`config.mk`:
```
export PLATFORM = sky130hd
export DESIGN_NAME = valve_driver_multi
export DESIGN_NICKNAME = d
export VERILOG_FILES = /design/src/rtl/valve_driver_multi.sv
export SDC_FILE = /design/constraint.sdc
export NUM_CORES = 1
export LEC_CHECK = 0
export CORE_MARGIN = 3
export CORE_UTILIZATION = 43
export DETAILED_ROUTE_END_ITERATION = 10
export SKIP_LAST_GASP = 1
export SYNTH_ARGS = -nofsm -noshare
export SYNTH_HDL_FRONTEND = slang
export SYNTH_SLANG_ARGS = --single-unit
```
`constraint.sdc`:
```
create_clock -name clk -period 2.55 [get_ports clk]
set_input_delay 0.765 -clock clk [delete_from_list [all_inputs] [get_ports clk]]
set_output_delay 0.765 -clock clk [all_outputs]
set_load 0.01 [all_outputs]
```
`src/rtl/valve_driver_multi.sv`:
```
// Multi-channel valve pulse-train driver: one shared timing engine fires N pulses
// on the channels selected by a mask, with gap, abort and busy/done status.

module valve_lane (
  input  logic clk,
  input  logic rst_n,
  input  logic load,
  input  logic clr,
  input  logic mask_bit,
  output logic out
);
  logic out_q, out_d;

  always_comb begin
    out_d = out_q;
    if (clr)       out_d = 1'b0;
    else if (load) out_d = mask_bit;
  end

  always_ff @(posedge clk or negedge rst_n)
    if (!rst_n) out_q <= 1'b0;
    else        out_q <= out_d;

  assign out = out_q;
endmodule

module valve_driver_multi #(
  parameter int NUM_CH      = 4,
  parameter int DUR_W       = 24,
  parameter int REP_W       = 4,
  parameter int DEFAULT_GAP = 50000
) (
  input  logic              clk,
  input  logic              rst_n,
  input  logic              trigger,
  input  logic              abort,
  input  logic [NUM_CH-1:0] ch_mask,
  input  logic [DUR_W-1:0]  duration,
  input  logic [DUR_W-1:0]  gap,
  input  logic [REP_W-1:0]  repeats,
  output logic [NUM_CH-1:0] valve_out,
  output logic              busy,
  output logic              done,
  output logic              aborted
);
  typedef enum logic [1:0] {S_IDLE, S_PULSE, S_GAP, S_DONE} state_t;

  localparam logic [DUR_W-1:0] DUR_ONE = DUR_W'(1);
  localparam logic [REP_W-1:0] REP_ONE = REP_W'(1);
  localparam logic [DUR_W-1:0] DEF_GAP = DUR_W'(DEFAULT_GAP);

  state_t              state_q, state_d;
  logic [DUR_W-1:0]    cnt_q, cnt_d;
  logic [REP_W-1:0]    pcnt_q, pcnt_d;
  logic [NUM_CH-1:0]   mask_s_q, mask_s_d;
  logic [DUR_W-1:0]    dur_s_q, dur_s_d;
  logic [DUR_W-1:0]    gap_s_q, gap_s_d;
  logic [REP_W-1:0]    rep_s_q, rep_s_d;
  logic                busy_q, busy_d;
  logic                done_q, done_d;
  logic                aborted_q, aborted_d;
  logic                load, clr;

  always_comb begin
    state_d   = state_q;
    cnt_d     = cnt_q;
    pcnt_d    = pcnt_q;
    mask_s_d  = mask_s_q;
    dur_s_d   = dur_s_q;
    gap_s_d   = gap_s_q;
    rep_s_d   = rep_s_q;
    aborted_d = aborted_q;
    done_d    = 1'b0;
    load      = 1'b0;
    clr       = 1'b0;
    case (state_q)
      S_IDLE: begin
        if (trigger && !abort) begin
          mask_s_d  = ch_mask;
          dur_s_d   = duration;
          gap_s_d   = (gap == '0) ? DEF_GAP : gap;
          rep_s_d   = repeats;
          cnt_d     = '0;
          pcnt_d    = '0;
          aborted_d = 1'b0;
          if (repeats == '0) begin
            state_d = S_DONE;
            done_d  = 1'b1;
          end else begin
            load    = 1'b1;
            state_d = S_PULSE;
          end
        end
      end
      S_PULSE: begin
        if (abort) begin
          clr = 1'b1; aborted_d = 1'b1; done_d = 1'b1; state_d = S_DONE;
        end else if (cnt_q == dur_s_q) begin
          clr = 1'b1; cnt_d = '0; state_d = S_GAP;
        end else begin
          cnt_d = cnt_q + DUR_ONE;
        end
      end
      S_GAP: begin
        if (abort) begin
          clr = 1'b1; aborted_d = 1'b1; done_d = 1'b1; state_d = S_DONE;
        end else if (cnt_q == gap_s_q) begin
          // trailing gap doubles as lockout before reporting done
          if (pcnt_q == rep_s_q - REP_ONE) begin
            done_d = 1'b1; state_d = S_DONE;
          end else begin
            pcnt_d = pcnt_q + REP_ONE; cnt_d = '0; load = 1'b1; state_d = S_PULSE;
          end
        end else begin
          cnt_d = cnt_q + DUR_ONE;
        end
      end
      S_DONE: if (!trigger) state_d = S_IDLE;
      default: state_d = S_IDLE;
    endcase
    busy_d = (state_d == S_PULSE) || (state_d == S_GAP);
  end

  always_ff @(posedge clk or negedge rst_n) begin
    if (!rst_n) begin
      state_q   <= S_IDLE;
      cnt_q     <= '0;
      pcnt_q    <= '0;
      mask_s_q  <= '0;
      dur_s_q   <= '0;
      gap_s_q   <= '0;
      rep_s_q   <= '0;
      busy_q    <= 1'b0;
      done_q    <= 1'b0;
      aborted_q <= 1'b0;
    end else begin
      state_q   <= state_d;
      cnt_q     <= cnt_d;
      pcnt_q    <= pcnt_d;
      mask_s_q  <= mask_s_d;
      dur_s_q   <= dur_s_d;
      gap_s_q   <= gap_s_d;
      rep_s_q   <= rep_s_d;
      busy_q    <= busy_d;
      done_q    <= done_d;
      aborted_q <= aborted_d;
    end
  end

  // each lane reloads from the mask being latched this cycle (or the shadow copy)
  valve_lane u_lane [NUM_CH-1:0] (
    .clk      (clk),
    .rst_n    (rst_n),
    .load     (load),
    .clr      (clr),
    .mask_bit (mask_s_d),
    .out      (valve_out)
  );

  assign busy    = busy_q;
  assign done    = done_q;
  assign aborted = aborted_q;
endmodule

```
==> results.md <==
* Outcome: finished, final reports clean
* Mapped Cells at 572
* CTS tree: built
* Count leader, synth: nand2_1
* Mean cell area of the mapped netlist at a little under 9 um^2
* Final hold violations at 0
* Initial antenna violation count at 0
* CTS buffer count at 9
* Number of remaining DRC errors at 0
* Global placement routability congestion at 0.832
* Non-filler cells in the finished layout at around 800
* # clock sinks at between 90 and 100
* CTS Buffer Depth at 2
* Antenna Nets Post-Route at 0
* Final Max Tran Viols at 0
* Layout cells sized above 1 at 9.97%
* Max-cap violations at 0
* Met2 Use GR at 33.5%
* Chip width at 114 um
* Max VDD drop at slightly above 0.4 mV
* Critical Path RT at about 2800 ps
* Synth top area share at 46.6%
* Resize count post-CTS at 0
* Clk_lat worst skew at 350 ps
* Initial Util at 45.1%
* Core area at 0.0111 mm^2
* Synth area leaders: dfrtp_1 47%, nand2_1 13%, xor2_1 4.9%
* Gr usage total at 22.1%
* Die Height at ~110 um
* Final setup viols at 0
* Root Buffer: clkbuf_16
* Grt peak-use layer: met2
* Final Power at 6.03 mW
* Critical path launch point type: register
* First-pass GRT wire length at approximately 22,000 um
* Final critical-path share of the clock period at roughly 93%
* Min Hold Slack at 220 ps
* Syn Nets at 639
* Largest net degree at the start of global routing at 55
* Sequential share of the synthesized area at 46.6%
* GRT overflow at 0
* Period minus WS final at between 2000 and 2500 ps
* Fillers at 1,027
* Slew headroom at 68.4%
* Setup WS post-layout at 170 ps
* Synth top cells by count: 175 x nand2_1, 93 x dfrtp_1, 28 x xor2_1
* Clock Skews at 5.48 ps
* Fmax at 420 MHz
* Distinct cells, synth at 45
* #FFs+latches synth at 93
* Arrival time of the worst setup path at 2660 ps
* Via count at 4,262
* Routed len/inst at 16.8 um
* H-tree depth at 3
* # rows at 38
* Cell taking the most area after synthesis: dfrtp_1
* Dpl cells at about 780
* Drt pass-1 iters at 5
* Die area at 0.0129 mm^2
* N_diodes at 0
* Hold WC Path Type: in2async
* Post-layout util at 56.7%
* Crit path kind: reg2reg
* Worst slew pin tran at 471 ps
* Postcts setup bufs at 0
* Hold_buf cts at 0
* Worst Path Max Fanout at 6
* Met3 Usage GRT at around 4.2%
* Ys async rst share at 100%
* Ys flop type: dfrtp_1
* Post-synth EDFFs at 0
* Area grow syn2layout at 25.8%
* RSZ-0062 raised after global routing: false
* Placement-stage worst setup slack at -25.5 ps
* Warnings, synthesis at 0
* Leakage at 2.87 nW
* Via density at 5.38
* DR iter-0 viols at 343
* PortBufs at 66
* Routed WL at 13,300 um
* Worst-path clk slew at approximately 60 ps
* IO Pins at 67
* Cell Area, Synth at 0.00499 mm^2
* Pwr Density at between 900 and 1000 mW/mm^2
* Number of global-route vias before repair at roughly 4,300
* Nets at 716
* Dpl hpwl at roughly 10,000 um
* Crit. End Element: register
* Met1 Use GR at approximately a third
-- layout by cell type (no fill, tap or decap), drive strengths merged, types with 2 or more instances in the layout --
master         instances
o21a                   4
clkdlybuf4s50         65
buf                   42
and3                   5
nor3                   4
xnor2                 27
a21oi                  9
ha                     7
or3                    4
a31oi                 14
o311ai                 3
dfrtp                 93
xor2                  28
o31ai                 15
nor4                  13
o211ai                 2
o22a                   7
nand4                 18
inv                   14
clkinv                 3
nand3                 17
o21ai                 11
a22o                   2
nor2                  17
clkbuf                10
nand2                175
mux2i                  6
and2                  18
a21boi                 3
o22ai                  5
-- registers in the layout, summed over array words and instances, names as in the netlist --
signal and count:
state_q 2, busy 1, cnt_q 24, dur_s_q 24
gap_s_q 24, pcnt_q 4, rep_s_q 4, u_lane.out 4
mask_s_q 4, aborted 1, done 1
-- critical path, cell delays in order (launching register included) --
cell     delay, ps
dfrtp_1        480
xor2_1         190
nor4_2         260
nand4_1        120
buf_4          180
or3b_1         400
a211o_4        390
o21ai_1        170
a22o_1         140
-- routing by layer --
| layer | part of all wire [%] | vias up |
|---|---|---|
| met5 | 0 | - |
| met4 | 1.7 | 0 |
| met3 | 5.8 | 15 |
| met2 | 45 | 122 |
| met1 | 48 | 2041 |
| li1 | - | 2084 |
-- final timing paths --
path,depth (start not counted),slack [ps],to,start
min in group clk,2,470,mask_s_q[0]$_DFF_PN0_,mask_s_q[0]$_DFF_PN0_
setup / recovery,8,170,pcnt_q[1]$_DFFE_PN0P_,cnt_q[12]$_DFFE_PN0P_
hold / removal,1,220,dur_s_q[18]$_DFFE_PN0P_,rst_n
max in group asynchronous,2,1700,gap_s_q[19]$_DFFE_PN0P_,rst_n
hold reg to reg,2,470,mask_s_q[0]$_DFF_PN0_,mask_s_q[0]$_DFF_PN0_
setup reg to reg,8,170,pcnt_q[1]$_DFFE_PN0P_,cnt_q[12]$_DFFE_PN0P_
-- cell type report --
type / instances / area (um^2) / area share (%)
sequential: 93 / 2330 / 37.1
tap: 140 / 175 / 2.79
timing repair buffer: 107 / 978 / 15.6
clock inverter: 4 / 51.3 / 0.817
inverter: 15 / 56.3 / 0.896
clock buffer: 10 / 229 / 3.64
multi-input combinational: 423 / 2460 / 39.2
-- through the flow --
step / area (um^2) / TNS, ps
floorplan: 4990 / 0
global placement: 5970 / 0
detailed placement: 5970 / -25.5
CTS: 6250 / 0
global route: 6280 / 0
finish: 6280 / 0
-- kinds of logic after synthesis --
family	after synthesis	share of synthesized area [%]
xor+xnor	55	9.64
fa+ha+maj	7	1.75
compound gates	79	11.1
flops	93	46.6
mux	7	1.43
buf+inv	56	4.96
simple gates	275	24.5
-- report_power, final --
group,switching (mW),internal [mW],leakage (nW),total (mW)
combinational,1.27,1.06,1.55,2.33
clock,0.559,0.749,0.134,1.31
sequential,0.404,1.99,1.19,2.39
total,2.23,3.79,2.87,6.03
Power figures use the tool's default switching activity.
